File: config.mk
export PLATFORM = sky130hd
export DESIGN_NAME = demux1_2_buffered
export DESIGN_NICKNAME = d
export VERILOG_FILES = /design/src/rtl/demux1_2_buffered_pkg.sv /design/src/rtl/demux_fifo.sv /design/src/rtl/demux1_2_buffered.sv
export SDC_FILE = /design/constraint.sdc
export NUM_CORES = 1
export LEC_CHECK = 0
export CAP_MARGIN = 10
export CORE_MARGIN = 3
export CORE_UTILIZATION = 45
export DETAILED_ROUTE_END_ITERATION = 16
export GPL_TIMING_DRIVEN = 0
export PLACE_DENSITY_LB_ADDON = 0.3
export RECOVER_POWER = 100
export SLEW_MARGIN = 20
export SYNTH_ARGS = -nofsm -noshare
export SYNTH_HDL_FRONTEND = slang
export SYNTH_SLANG_ARGS = --single-unit
File: constraint.sdc
create_clock -name CLK -period 6.89 [get_ports CLK]
set_clock_uncertainty 0.2 [all_clocks]
set_input_delay 1.0335 -clock CLK [delete_from_list [all_inputs] [get_ports CLK]]
set_output_delay 1.0335 -clock CLK [all_outputs]
set_load 0.01 [all_outputs]
File: src/rtl/demux1_2_buffered_pkg.sv
// Shared constants for the write-back 1:2 demux and the operand-side 2:1 mux.
// Op encodings and default sizes live here so both sides agree.
package demux1_2_buffered_pkg;

  localparam logic OP_A = 1'b0;
  localparam logic OP_B = 1'b1;

  localparam int WIDTH_DEFAULT = 16;
  localparam int DEPTH_DEFAULT = 2;

  // True when depth is a power of two and at least 2.
  function automatic bit depth_ok(input int depth);
    return (depth >= 2) && ((depth & (depth - 1)) == 0);
  endfunction

endpackage

File: src/rtl/demux_fifo.sv
// Synchronous FIFO with wrap-bit pointers; dout is the head word, forced to 0 when empty.
// push is ignored while full and pop is ignored while empty.
module demux_fifo
  import demux1_2_buffered_pkg::*;
#(
  parameter int WIDTH = WIDTH_DEFAULT,
  parameter int DEPTH = DEPTH_DEFAULT
) (
  input  logic             clk,
  input  logic             reset,
  input  logic             push,
  input  logic             pop,
  input  logic [WIDTH-1:0] din,
  output logic [WIDTH-1:0] dout,
  output logic             empty,
  output logic             full
);

  localparam int AW = $clog2(DEPTH);
  localparam int PW = AW + 1;

  logic [PW-1:0]    wr_ptr;
  logic [PW-1:0]    rd_ptr;
  logic [WIDTH-1:0] mem [DEPTH];
  logic             do_push;
  logic             do_pop;

  // Equal pointers mean empty; equal index with opposite wrap bits means full.
  assign empty = (wr_ptr == rd_ptr);
  assign full  = (wr_ptr[AW-1:0] == rd_ptr[AW-1:0]) && (wr_ptr[AW] != rd_ptr[AW]);

  assign do_push = push && !full;
  assign do_pop  = pop && !empty;

  always_ff @(posedge clk) begin
    if (reset) begin
      wr_ptr <= '0;
      rd_ptr <= '0;
    end else begin
      if (do_push) wr_ptr <= wr_ptr + PW'(1);
      if (do_pop)  rd_ptr <= rd_ptr + PW'(1);
    end
  end

  // Storage needs no reset: the empty mask hides stale entries.
  always_ff @(posedge clk) begin
    if (do_push) mem[wr_ptr[AW-1:0]] <= din;
  end

  assign dout = empty ? '0 : mem[rd_ptr[AW-1:0]];

endmodule

File: src/rtl/demux1_2_buffered.sv
// 1:2 buffered demux: steers each accepted word into FIFO A (Op=0) or FIFO B (Op=1).
// Handshake: a word moves on any edge where valid && ready; InReady uses only registered full flags.
module demux1_2_buffered
  import demux1_2_buffered_pkg::*;
#(
  parameter int WIDTH = WIDTH_DEFAULT,
  parameter int DEPTH = DEPTH_DEFAULT
) (
  input  logic             CLK,
  input  logic             Reset,
  input  logic [WIDTH-1:0] In,
  input  logic             Op,
  input  logic             InValid,
  output logic             InReady,
  output logic [WIDTH-1:0] OutA,
  output logic             AValid,
  input  logic             AReady,
  output logic [WIDTH-1:0] OutB,
  output logic             BValid,
  input  logic             BReady,
  output logic             Busy
);

  logic a_empty;
  logic a_full;
  logic b_empty;
  logic b_full;
  logic target_full;
  logic accept;
  logic push_a;
  logic push_b;

  // A full target refuses even when it is popped this cycle, keeping Ready free of AReady/BReady.
  assign target_full = (Op == OP_B) ? b_full : a_full;
  assign InReady     = !Reset && !target_full;
  assign accept      = InValid && InReady;
  assign push_a      = accept && (Op == OP_A);
  assign push_b      = accept && (Op == OP_B);

  demux_fifo #(
    .WIDTH(WIDTH),
    .DEPTH(DEPTH)
  ) u_fifo_a (
    .clk  (CLK),
    .reset(Reset),
    .push (push_a),
    .pop  (AReady),
    .din  (In),
    .dout (OutA),
    .empty(a_empty),
    .full (a_full)
  );

  demux_fifo #(
    .WIDTH(WIDTH),
    .DEPTH(DEPTH)
  ) u_fifo_b (
    .clk  (CLK),
    .reset(Reset),
    .push (push_b),
    .pop  (BReady),
    .din  (In),
    .dout (OutB),
    .empty(b_empty),
    .full (b_full)
  );

  assign AValid = !a_empty;
  assign BValid = !b_empty;
  assign Busy   = AValid || BValid;

endmodule

==> run summary <==
The first routing iteration left 105 violations. The area of the mapped netlist was 0.00301 mm2. The number of nets in the synthesized netlist is 229. The worst vdd rail ir drop is 0.151 mV, and the wire length of the first global-routing pass is 8870 um.

The number of setup buffers added after CTS is 0. Clock tree synthesis selected as its root buffer the cell sky130_fd_sc_hd__clkbuf_8. The top cell types in the final layout, fill and taps aside, are 64 x sky130_fd_sc_hd__edfxtp_1, 49 x sky130_fd_sc_hd__dlygate4sd3_1, 37 x sky130_fd_sc_hd__nor2_1. Global routing used 15.6% of the available tracks across all layers. The smallest clock period supported by the final layout is computed as 4.05 ns.

After routing, the total negative slack on setup checks comes to 0 ns. The delay of the slowest cell on the worst path was 0.62 ns. For this design, the slowest cell found on the critical path is sky130_fd_sc_hd__dlygate4sd3_1. The via count of the first global-routing pass came out at 1,766. The die height is 87.8 um, and the number of setup violations in the final report is 0. The required time of the critical path came out at 5.66 ns. Derived from the worst setup path, the maximum achievable clock frequency is 247 MHz. The area of the placeable core is 0.00642 mm2. After synthesis, flip-flops and latches occupy 70.4% of the total area. In this run the register-to-register setup slack is 3.76 ns.

The worst setup path is of the register to primary output kind. In the final design database the tool counted 303 nets. For this run, the detailed router's first-pass iteration total came to 4. Routability-driven placement finished with a final weighted congestion of 0.823.

The number of sinks driven by the clock tree was 74; the number of I/O pins was 58. Setup repair after global routing left no endpoint under its margin. After synthesis the netlist holds a flip-flop and latch count of 74.

The die covers 0.00772 mm2. In the synthesized netlist the async set-or-reset flop fraction comes to 0%. In the finished design, the share of the clock period the worst path needs comes to 58.8%. The standby leakage power came out at 0.00138 uW.

The kind of capture point of the worst setup path is a primary output. The run gives 1020 uW as the post-layout total power. Slew at the pin closest to its max-slew limit: 1.13 ns. Type of the tightest min-delay check: register to register.

The tools report the buffer depth of the longest clock path as 2. The number of antenna diodes in the final layout is 0. The maximum net fanout on the critical path is 10. Dividing the detail-routed wire length by the instance count gives 15.6 um. The total power divided by cell area is 261 mW/mm2. The count of nets left with antenna violations once routing finished came out at 0. The initial utilization of the core area, before any placement, comes to 46.9%. The run gives 0 as the final count of pins violating max slew. The count of buffers added on input and output ports is 57. Measured against its own limit, the worst slew margin works out to 24.4%.

The synthesized design spends more area on one cell type than any other, namely sky130_fd_sc_hd__edfxtp_1. For the via total after detailed routing, the log shows 1,846. The commonest register cell after synthesis is sky130_fd_sc_hd__edfxtp_1.

The number of antenna violations at the first check in global routing is 0, and the layout cell share with drive strength beyond 1 is 7.69%. For the routed wire length, the log shows 5650 um. Clock-pin slew was measured on the worst setup and hold paths at 0.07 ns. The synthesized instance count was 207; the number of endpoints with negative hold slack in the final report was 0. The number of gates resized after CTS was 0. The overflow left after global routing came out at 0. The wire-length estimate of the detail-placed layout is 4140 um. Of the post-synthesis cell area, the dominant cell type holds 63.8%.

In the post-synthesis netlist, the biggest area contributors are sky130_fd_sc_hd__edfxtp_1 64%, sky130_fd_sc_hd__mux2i_1 11%, sky130_fd_sc_hd__dfxtp_1 6.6%. TritonCTS built the clock tree. The die is 87.8 um wide.

The tool flagged a number of max-cap violations equal to 0. Compared with the post-synthesis result, the final layout area differs by 29.5%. The tools report the number of placement rows as 29. In this run, CTS created clock tree buffers numbering 9. The arrival time of data at the critical path endpoint came out at 2.82 ns.

After clock tree synthesis, the flow added hold-fix buffers numbering 0. The worst setup path is launched from a register. The commonest non-fill, non-tap cell in the layout was sky130_fd_sc_hd__edfxtp_1.

The critical path goes through clkbuf_1 > xor2_1 > nor2_1 > clkbuf_1 > nor2_1 > dlygate4sd3_1. The clock network latency to the later pin of the worst-skew pair came out at 0.33 ns. The synthesized design contains 64 enable-type register cells. The clock tree synthesis step divided the H-tree into 3 levels.

Dividing the detail-routed via count by the number of cells gives 5.09. The logs give 0 for the total number of yosys warnings and 30 for the count of different cell masters after synthesis. A synthesized cell averages 14.6 um2. After detailed routing, the number of remaining DRC violations is 0. The flow ran to the end, and the final reports show no timing, DRC or antenna violations. The run gives 13 as the largest net degree at the start of global routing.
==> cells in the mapped netlist, types with 2 or more instances <==
library cell / instances
sky130_fd_sc_hd__edfxtp_1: 64
sky130_fd_sc_hd__nor2_1: 35
sky130_fd_sc_hd__mux2i_1: 34
sky130_fd_sc_hd__dfxtp_1: 10
sky130_fd_sc_hd__buf_2: 6
sky130_fd_sc_hd__nand2_1: 6
sky130_fd_sc_hd__a21oi_1: 5
sky130_fd_sc_hd__a31oi_1: 5
sky130_fd_sc_hd__buf_6: 3
sky130_fd_sc_hd__inv_1: 3
sky130_fd_sc_hd__nand2b_1: 3
sky130_fd_sc_hd__nand3b_1: 3
sky130_fd_sc_hd__nand4_1: 3
sky130_fd_sc_hd__nor2b_1: 3
sky130_fd_sc_hd__a211oi_1: 2
sky130_fd_sc_hd__nand3_1: 2
sky130_fd_sc_hd__nor2_4: 2
sky130_fd_sc_hd__nor3_1: 2
sky130_fd_sc_hd__o21ai_0: 2
sky130_fd_sc_hd__xnor2_1: 2
sky130_fd_sc_hd__xor2_1: 2
sky130_fd_sc_hd__xor2_2: 2
==> path summary, 6_finish.rpt <==
check / from / end / cells after the start
worst max-delay path: u_fifo_a.rd_ptr[0]$_SDFFE_PP0P_ / OutA[13] / 6
worst min-delay path: u_fifo_a.wr_ptr[1]$_SDFFE_PP0P_ / u_fifo_a.rd_ptr[1]$_SDFFE_PP0P_ / 2
worst max register to register: u_fifo_b.rd_ptr[0]$_SDFFE_PP0P_ / u_fifo_b.mem[0][2]$_DFFE_PP_ / 6
worst min register to register: u_fifo_a.wr_ptr[1]$_SDFFE_PP0P_ / u_fifo_a.rd_ptr[1]$_SDFFE_PP0P_ / 2
==> through the flow <==
stage               hold slack, ns  std cells  utilization (%)  setup WS, ns  cell area [um2]
finish                       0.378        363             60.8          2.84             3900
global route                 0.392        363             60.8          2.48             3900
CTS                          0.373        363             61.9          2.95             3980
detailed placement           0.363        347             58.3          2.97             3750
global placement             0.351        341             57.3          1.92             3680
floorplan                    0.332        207                -          3.54             3010
==> flip-flops by register name (all words and copies together) (netlist names), named ones only <==
signal / cells
u_fifo_b.rd_ptr: 2
u_fifo_b.wr_ptr: 2
u_fifo_a.mem: 32
u_fifo_a.rd_ptr: 2
u_fifo_a.wr_ptr: 2
u_fifo_b.mem: 32
==> metal layers <==
metal  GRT usage, %  wire length (um)  vias up
met3           3.67               329        7
met4           5.86                59        0
met5              0                 0        -
li1               -                 -      905
met2           24.9              2800       56
met1           20.8              2460      878
==> cell families after synthesis <==
group	share of synthesized area, %
AO/OA/AOI/OAI	3.28
AND/OR/NAND/NOR	10.0
multiplexers	11.3
flip-flops	70.4
buffers and inverters	2.78
XOR/XNOR	2.24
==> report_power, final <==
part,internal [uW],switching (uW)
sequential,499,4.03
clock,237,147
combinational,61.5,68.6
total,797,220
==> critical path, delay by kind of cell (launching register included) <==
kind / cells / cell delay [ns]
xor+xnor: 1 / 0.16
buf+inv: 3 / 1.36
flops: 1 / 0.32
simple gates: 2 / 0.64
==> layout make-up <==
class                      count  area, um2
clock inverter                 7        108
timing repair buffer          63        593
clock buffer                   9        124
inverter                       3       11.3
buffer                        11       55.1
sequential                    74       2120
tap                           77       96.3
multi-input combinational    119        793
fill                         515       2520
No activity file was read; power rests on OpenSTA's default activity.
